[config.mk]
export PLATFORM = sky130hd
export DESIGN_NAME = bin_to_7seg_scan
export DESIGN_NICKNAME = d
export VERILOG_FILES = /design/src/rtl/bin_to_7seg_scan.sv
export SDC_FILE = /design/constraint.sdc
export NUM_CORES = 1
export LEC_CHECK = 0
export ABC_AREA = 0
export ABC_CLOCK_PERIOD_IN_PS = 9000
export BUFFER_PORTS_ARGS = -buffer_cell sky130_fd_sc_hd__buf_2
export CORE_MARGIN = 5
export CORE_UTILIZATION = 45
export CTS_BUF_LIST = sky130_fd_sc_hd__clkbuf_2 sky130_fd_sc_hd__clkbuf_4 sky130_fd_sc_hd__clkbuf_8
export CTS_CLUSTER_SIZE = 16
export DETAILED_ROUTE_END_ITERATION = 6
export GPL_ROUTABILITY_DRIVEN = 0
export HOLD_SLACK_MARGIN = 0.08
export PLACE_DENSITY = 0.68
export RECOVER_POWER = 100
export SYNTH_ARGS = -nofsm -noshare
export SYNTH_HDL_FRONTEND = slang
export SYNTH_SLANG_ARGS = --single-unit
export TNS_END_PERCENT = 1
[constraint.sdc]
create_clock -name clk -period 9 [get_ports clk]
set_clock_uncertainty 0.15 [all_clocks]
set_input_delay 0.45 -clock clk [delete_from_list [all_inputs] [get_ports clk]]
set_output_delay 0.45 -clock clk [all_outputs]
set_load 0.005 [all_outputs]
[src/rtl/bin_to_7seg_scan.sv]
// Sequential binary-to-digit converter (double-dabble / octal / hex slicing) driving
// one shared active-low 7-segment bus through a free-running anode scan.
//
// state  | meaning
// S_IDLE | waiting for start, display holds last result
// S_CONV | IN_WIDTH fixed-latency conversion steps
// S_LOAD | commit glyphs and overflow to the display, pulse done
module bin_to_7seg_scan #(
    parameter int IN_WIDTH   = 16,
    parameter int NUM_DIGITS = 5,
    parameter int SCAN_DIV   = 1000
) (
    input  logic                  clk,
    input  logic                  rst_n,
    input  logic                  start,
    input  logic [IN_WIDTH-1:0]   value,
    input  logic [1:0]            radix,
    input  logic                  blank_lz,
    output logic                  busy,
    output logic                  done,
    output logic                  overflow,
    output logic [6:0]            seg_n,
    output logic [NUM_DIGITS-1:0] an_n
);
    localparam int DEC_D = ((IN_WIDTH + 2) / 3 > NUM_DIGITS) ? (IN_WIDTH + 2) / 3 : NUM_DIGITS;
    localparam int BCD_W = 4 * DEC_D;
    localparam int XW    = IN_WIDTH + 4 * NUM_DIGITS;
    localparam int CW    = $clog2(IN_WIDTH);
    localparam int SW    = $clog2(SCAN_DIV);
    localparam int IW    = $clog2(NUM_DIGITS);

    typedef enum logic [1:0] {S_IDLE, S_CONV, S_LOAD} t_state;

    t_state                       r_state;
    t_state                       w_state_nxt;
    logic                         w_capture;
    logic                         w_step;
    logic                         w_load;
    logic                         w_busy_nxt;

    logic [CW-1:0]                r_cnt;
    logic [BCD_W-1:0]             r_bcd;
    logic [BCD_W-1:0]             w_bcd_adj;
    logic [IN_WIDTH-1:0]          r_bin;
    logic [IN_WIDTH-1:0]          r_val;
    logic [1:0]                   r_radix;
    logic                         r_blank_lz;
    logic                         r_busy;
    logic                         r_done;
    logic                         r_ovf;
    logic                         w_ovf;
    logic [XW-1:0]                w_valx;
    logic [NUM_DIGITS-1:0][6:0]   r_disp;
    logic [NUM_DIGITS-1:0][6:0]   w_glyph;

    logic [SW-1:0]                r_scan_cnt;
    logic [IW-1:0]                r_idx;
    logic [NUM_DIGITS-1:0]        r_an_n;
    logic [6:0]                   r_seg_n;

    function automatic logic [6:0] f_glyph(input logic [3:0] d);
        case (d)
            4'h0: f_glyph = 7'b0000001;
            4'h1: f_glyph = 7'b1001111;
            4'h2: f_glyph = 7'b0010010;
            4'h3: f_glyph = 7'b0000110;
            4'h4: f_glyph = 7'b1001100;
            4'h5: f_glyph = 7'b0100100;
            4'h6: f_glyph = 7'b0100000;
            4'h7: f_glyph = 7'b0001111;
            4'h8: f_glyph = 7'b0000000;
            4'h9: f_glyph = 7'b0000100;
            4'hA: f_glyph = 7'b0001000;
            4'hB: f_glyph = 7'b1100000;
            4'hC: f_glyph = 7'b0110001;
            4'hD: f_glyph = 7'b1000010;
            4'hE: f_glyph = 7'b0110000;
            default: f_glyph = 7'b0111000;
        endcase
    endfunction

    always_ff @(posedge clk or negedge rst_n) begin
        if (!rst_n) r_state <= S_IDLE;
        else        r_state <= w_state_nxt;
    end

    always_comb begin
        w_state_nxt = r_state;
        case (r_state)
            S_IDLE:  if (start) w_state_nxt = S_CONV;
            S_CONV:  if (r_cnt == '0) w_state_nxt = S_LOAD;
            S_LOAD:  w_state_nxt = S_IDLE;
            default: w_state_nxt = S_IDLE;
        endcase
    end

    always_comb begin
        w_capture  = (r_state == S_IDLE) && start;
        w_step     = (r_state == S_CONV);
        w_load     = (r_state == S_LOAD);
        w_busy_nxt = (w_state_nxt != S_IDLE);
    end

    // Add-3 correction applied to every BCD nibble before each shift
    for (genvar g = 0; g < DEC_D; g++) begin : g_adj
        assign w_bcd_adj[4*g +: 4] = (r_bcd[4*g +: 4] >= 4'd5) ? r_bcd[4*g +: 4] + 4'd3
                                                                : r_bcd[4*g +: 4];
    end

    assign w_valx = XW'(r_val);

    always_comb begin
        w_ovf = 1'b0;
        case (r_radix)
            2'b01:   w_ovf = (w_valx >> (3 * NUM_DIGITS)) != '0;
            2'b10:   w_ovf = (w_valx >> (4 * NUM_DIGITS)) != '0;
            default: w_ovf = (r_bcd >> (4 * NUM_DIGITS)) != '0;
        endcase
    end

    // Walk from the top digit down so "any nonzero digit at or above" is known per digit
    always_comb begin
        logic [3:0] l_dig;
        logic       l_nz;
        l_dig   = 4'd0;
        l_nz    = 1'b0;
        w_glyph = '1;
        for (int i = NUM_DIGITS - 1; i >= 0; i--) begin
            case (r_radix)
                2'b01:   l_dig = {1'b0, w_valx[3*i +: 3]};
                2'b10:   l_dig = w_valx[4*i +: 4];
                default: l_dig = r_bcd[4*i +: 4];
            endcase
            l_nz = l_nz | (l_dig != 4'd0);
            if (w_ovf)                          w_glyph[i] = 7'b1111110;
            else if (r_blank_lz && i != 0 && !l_nz) w_glyph[i] = 7'b1111111;
            else                                w_glyph[i] = f_glyph(l_dig);
        end
    end

    always_ff @(posedge clk or negedge rst_n) begin
        if (!rst_n) begin
            r_cnt      <= '0;
            r_bcd      <= '0;
            r_bin      <= '0;
            r_val      <= '0;
            r_radix    <= 2'b00;
            r_blank_lz <= 1'b0;
            r_busy     <= 1'b0;
            r_done     <= 1'b0;
            r_ovf      <= 1'b0;
            r_disp     <= '1;
        end else begin
            r_busy <= w_busy_nxt;
            r_done <= w_load;
            if (w_capture) begin
                r_cnt      <= CW'(IN_WIDTH - 1);
                r_bcd      <= '0;
                r_bin      <= value;
                r_val      <= value;
                r_radix    <= radix;
                r_blank_lz <= blank_lz;
            end else if (w_step) begin
                r_cnt          <= r_cnt - CW'(1);
                {r_bcd, r_bin} <= {w_bcd_adj, r_bin} << 1;
            end
            if (w_load) begin
                r_ovf  <= w_ovf;
                r_disp <= w_glyph;
            end
        end
    end

    always_ff @(posedge clk or negedge rst_n) begin
        if (!rst_n) begin
            r_scan_cnt <= '0;
            r_idx      <= '0;
            r_an_n     <= '1;
            r_seg_n    <= 7'h7F;
        end else begin
            if (r_scan_cnt == SW'(SCAN_DIV - 1)) begin
                r_scan_cnt <= '0;
                r_idx      <= (r_idx == IW'(NUM_DIGITS - 1)) ? '0 : r_idx + IW'(1);
            end else begin
                r_scan_cnt <= r_scan_cnt + SW'(1);
            end
            r_an_n  <= ~(NUM_DIGITS'(1) << r_idx);
            r_seg_n <= r_disp[r_idx];
        end
    end

    assign busy     = r_busy;
    assign done     = r_done;
    assign overflow = r_ovf;
    assign seg_n    = r_seg_n;
    assign an_n     = r_an_n;
endmodule
==> reports/qor.yml, run 1 <==
viasPerCell: 5.37
area_growth_pct: 10.3
cts_buffers: 17
violations: "max-capacitance violations, max-slew violations"
cp-end-kind: "register"
drt-pass1-iter-count: 5
status: "finished with violations"
diodes: 0
htree_num_levels: 4
cp_max_fo: 43
setup_viol: 0
vdd_drop_max_mv: 0.197
drive_above_1_share: 0.143
startpoint_type: "register"
powerDensity_nw_per_um2: 379
crit_required_ns: 9.21
synth_area_leader_cell: "dfrtp_1"
topRoutingLayerUsed: "met4"
tns_ns: 0
wl_per_cell_um: 15.5
grtUsageTotal: 0.179
post_cts_resized: 0
drc: 0
setup_ws_ns: 4.35
initial_core_util: 0.452
num-nets-final: 900
ant_nets: 0
cts_tree: "yes"
drv_slew: 150
synth_edf_count: 0
dieWidth_um: 138
drtIter0Drc: 439
fp.dieH_um: 138
ys_types: 63
async_flop_share: 1.00
grt_max_degree: 69
synth_fp_nets: 866
post-route-util: 0.499
layout_common_cells: "nand2_1, dfrtp_1, nor2_1"
synth_area_per_cell_um2: 9.36
clk_transition_reported_paths_ns: 0.07
fin_crit_ns: 4.65
synthTopCellsByArea: "dfrtp_1, dfstp_2, ha_1"
maxClockFrequency_mhz: 215
hp-class: "in -> reg"
std_cell_rows: 47
mappedNetlistArea_um2: 7420
wl_met3_um: 687
synth-seq-area-share: 0.439
hpwlAfterDp_um: 11600
wl_met2_um: 7230
synth_seq_cells: 128
cts_root_buf: "clkbuf_8"
wl_um: 16500
yosys_warnings: 0
crit_arrival_ns: 4.86
grt_pass1_wl_um: 28200
leakagePower_nw: 3.58
relSlewSlack: -1.03
min_period_over_period: 0.516
grt_overflow: 0
pre_cts_slack_ns: 5.65
netlist_instances: 793
rsz0062_at_grt: "false"
max-cap-violations: 3
clock_latency_ns: 0.45
layout_commonest_cell: "nand2_1"
critPathKind: "reg -> reg"
die-area_um2: 19200
finalHoldViolCount: 0
io_buffers: 36
clock-sinks: 128
grt_pass1_vias: 5490
via_count: 5693
core_area_um2: 16400
met1_length_um: 8320
max_slew.worst_pin.slew_ns: 3.04
synth-main-ff-cell: "dfrtp_1"
ioPinCount: 37
finalInstanceArea_um2: 8190
cts_buffer_depth: 2
postPlaceCellArea_um2: 7730
yosys.area.top_type_share: 0.273
antenna_found_initial: 0
-- kinds of logic after synthesis --
logic type      after synthesis  synth area share
simple gates                253             0.151
compound gates              214             0.191
fa+ha+maj                    51            0.0860
mux                          44            0.0634
xor+xnor                     21            0.0248
buf+inv                      82            0.0450
flops                       128             0.439
-- final cells by class --
type	instances	area [um2]
repair buffers	59	373
clock inverters	7	42.5
inverters	38	143
clock buffers	25	300
multi-input cells	583	3790
flip-flops and latches	128	3260
well taps	220	275
fillers	1506	8220
-- synth_stat cells, types with 7 or more instances --
| cell type | number |
|---|---|
| a21oi_1 | 49 |
| a31oi_1 | 11 |
| buf_2 | 9 |
| clkbuf_1 | 27 |
| dfrtp_1 | 81 |
| dfstp_2 | 47 |
| ha_1 | 51 |
| inv_1 | 36 |
| mux2i_1 | 38 |
| nand2_1 | 112 |
| nand2b_1 | 10 |
| nand3_1 | 31 |
| nor2_1 | 63 |
| nor3_1 | 10 |
| o21a_1 | 7 |
| o21ai_0 | 55 |
| o21ai_1 | 11 |
| o22a_1 | 9 |
| o22ai_1 | 8 |
| o31ai_1 | 8 |
| xnor2_1 | 14 |
| xor2_1 | 7 |
-- routing by layer --
layer  global-route usage  up-vias
met4               0.0588        0
met1                0.263     2718
met5                    0        -
li1                     -     2856
met2                0.262      104
met3               0.0383       15
-- timing repair --
action | CTS | global route
hold endpoints to repair | 47 | 0
hold buffers | 18 | 0
buffers inserted | 0 | 0
-- sequential cells by signal, indices dropped and copies added (netlist names) --
register,count
seg_n,7
r_bin,16
r_blank_lz,1
an_n,5
busy,1
done,1
r_idx,3
r_val,16
r_disp,35
r_cnt,4
r_bcd,24
r_state,2
overflow,1
r_radix,2
r_scan_cnt,10
-- worst paths after layout --
check / cells past startpoint / start / slack [ns] / end
hold reg to reg: 1 / r_scan_cnt[0] / 0.31 / r_scan_cnt[0]
max in group asynchronous: 3 / rst_n / 5.19 / r_bcd[3]
setup / recovery: 11 / r_radix[0] / 4.35 / r_disp[10]
setup reg to reg: 11 / r_radix[0] / 4.35 / r_disp[10]
hold / removal: 3 / radix[0] / 0.11 / r_radix[0]
min in group asynchronous: 2 / rst_n / 1.40 / r_scan_cnt[3]
-- worst max-delay path: stages (launching register included) --
cell,delay (ns)
dfrtp_1,0.35
inv_1,0.06
ha_1,0.27
clkbuf_1,1.23
nor2b_1,0.34
a22oi_1,0.55
ha_1,0.30
nand3_1,0.08
a211o_1,0.29
and4bb_1,0.39
a41oi_1,0.28
a31oi_1,0.26
-- stage by stage --
step,power (mW),cells,hold WS (ns)
5_1_grt,3.39,1060,0.0929
4_1_cts,3.13,1060,0.0869
6_report,3.10,1060,0.107
3_5_place_dp,2.67,1010,0.305
2_1_floorplan,2.29,793,0.00441
3_3_place_gp,2.64,1010,0.301
-- power by group --
part           switching [mW]  total (mW)  internal, mW
logic                    1.00        1.67         0.662
clock network           0.219       0.437         0.217
registers               0.184        1.00         0.818
total                    1.41        3.10          1.70
(Power assumes the default switching activity.)
==> run 2: changes to the inputs <==
--- a/config.mk
+++ b/config.mk
@@ -5,8 +5,8 @@
 export SDC_FILE = /design/constraint.sdc
 export NUM_CORES = 1
 export LEC_CHECK = 0
-export ABC_AREA = 0
-export ABC_CLOCK_PERIOD_IN_PS = 9000
+export ABC_AREA = 1
+export ABC_CLOCK_PERIOD_IN_PS = 3830
 export BUFFER_PORTS_ARGS = -buffer_cell sky130_fd_sc_hd__buf_2
 export CORE_MARGIN = 5
 export CORE_UTILIZATION = 45
@@ -15,7 +15,7 @@
 export DETAILED_ROUTE_END_ITERATION = 6
 export GPL_ROUTABILITY_DRIVEN = 0
 export HOLD_SLACK_MARGIN = 0.08
-export PLACE_DENSITY = 0.68
+export PLACE_DENSITY = 0.7
 export RECOVER_POWER = 100
 export SYNTH_ARGS = -nofsm -noshare
 export SYNTH_HDL_FRONTEND = slang
==> constraint.sdc (replaced) <==
create_clock -name clk -period 3.83 [get_ports clk]
set_clock_uncertainty 0.15 [all_clocks]
set_input_delay 0.1915 -clock clk [delete_from_list [all_inputs] [get_ports clk]]
set_output_delay 0.1915 -clock clk [all_outputs]
set_load 0.005 [all_outputs]
==> run 2 against run 1 <==
  * The run still ends with max-capacitance violations, max-slew violations left
  * Flip-flop and latch count did not move
  * Clock power up 130%
  * Clock-buffer cell count is 5 lower
  * Setup slack got worse by 3.7 ns
  * Critical path type unchanged
  * Critical endpoint is now r_disp[25]
  * Highest routed layer unchanged
==> reports/qor.yml, run 2 <==
clock-sinks: 128  # unchanged
crit_top_cell: "inv_1"  # was ha_1
cp_num_buf_inv: 3  # was 2
num-nets-final: 1120  # was 900
violations: "max-capacitance violations, max-slew violations"  # unchanged
grt_pass1_wl_um: 29600  # was 28200 um
die-area_um2: 19800  # was 19200 um2
grtUsageTotal: 0.182  # was 0.179
hpwlAfterDp_um: 12500  # was 11600 um
max_slew.worst_pin.slew_ns: 1.61  # was 3.04 ns
cp-end-kind: "register"  # unchanged
cp_max_fo: 25  # was 43
mappedNetlistArea_um2: 7690  # was 7420 um2
finalHoldViolCount: 0  # unchanged
drt-pass1-iter-count: 5  # unchanged
layout_common_cells: "nand2_1, inv_1, o21ai_0"  # was nand2_1, dfrtp_1, nor2_1
synth-seq-area-share: 0.424  # was 0.439
synth_seq_cells: 128  # unchanged
cts_buffers: 17  # unchanged
synth_most_common_cell: "nand2_1"  # unchanged
drtIter0Drc: 447  # was 439
layout_commonest_cell: "nand2_1"  # unchanged
initial_core_util: 0.460  # was 0.452
synth_area_leader_cell: "dfrtp_1"  # unchanged
via_count: 6417  # was 5693
ioPinCount: 37  # unchanged
synth_fa_ha_area_frac: 0.0830  # was 0.0860
multi_input_area_um2: 3720  # was 3790 um2
synth_compound_area_frac: 0.132  # was 0.191
std_cell_rows: 47  # unchanged
ant_nets: 0  # unchanged
yosys.area.top_type_share: 0.264  # was 0.273
clock_latency_ns: 0.44  # was 0.45 ns
io_buffers: 36  # unchanged
regMostFlops: "r_disp"  # unchanged
synth_top_family_by_area: "simple AND/OR/NAND/NOR gates"  # was compound AO/OA/AOI/OAI gates
viasPerCell: 5.01  # was 5.37
min_period_over_period: 0.832  # was 0.516
synth_fp_nets: 1067  # was 866
timing.hold.ws_ns: 0.317  # was 0.107 ns
tns_ns: 0  # unchanged
wl_um: 17400  # was 16500 um
htree_num_levels: 4  # unchanged
core_area_um2: 16700  # was 16400 um2
drive_above_1_share: 0.144  # was 0.143
synthMuxAreaShare: 0  # was 0.0634
relSlewSlack: -0.0736  # was -1.03
ff_latch_area_um2: 3260  # unchanged
startpoint_type: "register"  # unchanged
status: "finished with violations"  # unchanged
synth-main-ff-cell: "dfrtp_1"  # unchanged
crit_arrival_ns: 3.41  # was 4.86 ns
layoutNonFillerInstCount: 1280  # was 1060
numPlacedInstances: 1228  # was 1010
nFillCells: 1631  # was 1506
wl_per_cell_um: 13.6  # was 15.5 um
dieWidth_um: 141  # was 138 um
drc: 0  # unchanged
synth_area_per_cell_um2: 7.74  # was 9.36 um2
cts_tree: "yes"  # unchanged
clk_transition_reported_paths_ns: 0.07  # about the same
powerDensity_nw_per_um2: 920  # was 379 nW/um2
critPathKind: "reg -> reg"  # unchanged
maxClockFrequency_mhz: 314  # was 215 MHz
fin_crit_ns: 3.19  # was 4.65 ns
crit_required_ns: 4.05  # was 9.21 ns
netlist_instances: 994  # was 793
hp-class: "reg -> reg"  # was in -> reg
slowest_delay_ns: 0.61  # was 1.23 ns
synth_common_cells: "nand2_1, inv_1, o21ai_0"  # was nand2_1, dfrtp_1, nor2_1
synthSimpleGateAreaFrac: 0.266  # was 0.151
vdd_drop_max_mv: 0.638  # was 0.197 mV
diodes: 0  # unchanged
path_delay_family: "buffers and inverters"  # was compound AO/OA/AOI/OAI gates
ys_types: 42  # was 63
crit_path_top_delay_cell: "inv_1"  # was clkbuf_1
area_growth_pct: 10.8  # was 10.3%
grt_max_degree: 64  # was 69
max-cap-violations: 1  # was 3
cts_root_buf: "clkbuf_8"  # unchanged
fp.dieH_um: 141  # was 138 um
synthTopCellsByArea: "dfrtp_1, dfstp_2, nand2_1"  # was dfrtp_1, dfstp_2, ha_1
antenna_found_initial: 0  # unchanged
rsz0062_at_grt: "false"  # unchanged
largestRegisters: "r_disp x35, r_bcd x24"  # unchanged
setup_viol: 0  # unchanged
drv_slew: 64  # was 150
largest_reg_flops: 35  # unchanged
synth_edf_count: 0  # unchanged
yosys_warnings: 0  # unchanged
leakagePower_nw: 4.23  # was 3.58 nW
grt_overflow: 0  # unchanged
async_flop_share: 1.00  # unchanged
synth-xor-area-share: 0.00683  # was 0.0248
cts_buffer_depth: 2  # unchanged
grt_pass1_vias: 6039  # was 5490
path_cells: "inv_1 -> ha_1 -> inv_1 -> o21ai_0 -> nand2_1 -> nand2_1 -> inv_1 -> nand2_2 -> a21oi_1 -> nor2_1"  # was inv_1 -> ha_1 -> clkbuf_1 -> nor2b_1 -> a22oi_1 -> ha_1 -> nand3_1 -> a211o_1 -> and4bb_1 -> a41oi_1 -> a31oi_1
[run 2: layout make-up]
| type | count | area share |
|---|---|---|
| clock buffer | 20 | 0.0316 |
| clock inverter | 12 | 0.00808 |
| inverter | 133 | 0.0586 |
| multi-input combinational | 702 | 0.437 |
| sequential | 128 | 0.383 |
| tap | 220 | 0.0323 |
| timing repair buffer | 65 | 0.0497 |
[run 2: timing repair]
action / 4_1_cts / 5_1_grt
endpoints found under the hold margin: 88 / 0
setup buffers: 0 / 0
hold buffers: 20 / 0
gates resized for setup: 0 / 0
[run 2: metrics by stage]
stage	total power, mW	worst slack, ns	util	instance area [um2]
after floorplan	5.88	1.37	-	7690
after global placement	6.79	1.19	0.481	8040
after detailed placement	6.83	1.08	0.481	8040
after CTS	7.88	1.05	0.513	8580
after global routing	8.68	0.425	0.510	8520
final	7.84	0.644	0.510	8520
[run 2: path summary, 6_finish.rpt]
check | depth (start not counted) | to | slack [ns] | startpoint
worst max-delay path | 10 | r_disp[25] | 0.64 | r_radix[0]
worst min-delay path | 1 | r_scan_cnt[0] | 0.32 | r_scan_cnt[0]
worst max register to register | 10 | r_disp[25] | 0.64 | r_radix[0]
worst min register to register | 1 | r_scan_cnt[0] | 0.32 | r_scan_cnt[0]
max in group asynchronous | 3 | seg_n[1] | 1.46 | rst_n
min in group asynchronous | 2 | r_scan_cnt[4] | 0.53 | rst_n
[run 2: kinds of logic after synthesis]
family                     count (synthesis)
xor gates and xnor gates                   6
and+or+nand+nor                          466
buffers and inverters                    164
DFF                                      128
adders and majority gates                 51
AOI/OAI and AO/OA                        179
[run 2: routing by layer]
| layer | part of all wire | vias to the layer above | GRT usage |
|---|---|---|---|
| met5 | 0 | - | 0 |
| met4 | 0.020 | 0 | 0.0709 |
| met3 | 0.044 | 31 | 0.0345 |
| li1 | - | 3307 | - |
| met1 | 0.47 | 2943 | 0.250 |
| met2 | 0.47 | 136 | 0.287 |
[run 2: power breakdown]
group	internal (mW)	switching (mW)
Clock	0.476	0.518
Combinational	1.51	2.96
Sequential	2.01	0.373
Total	3.99	3.85
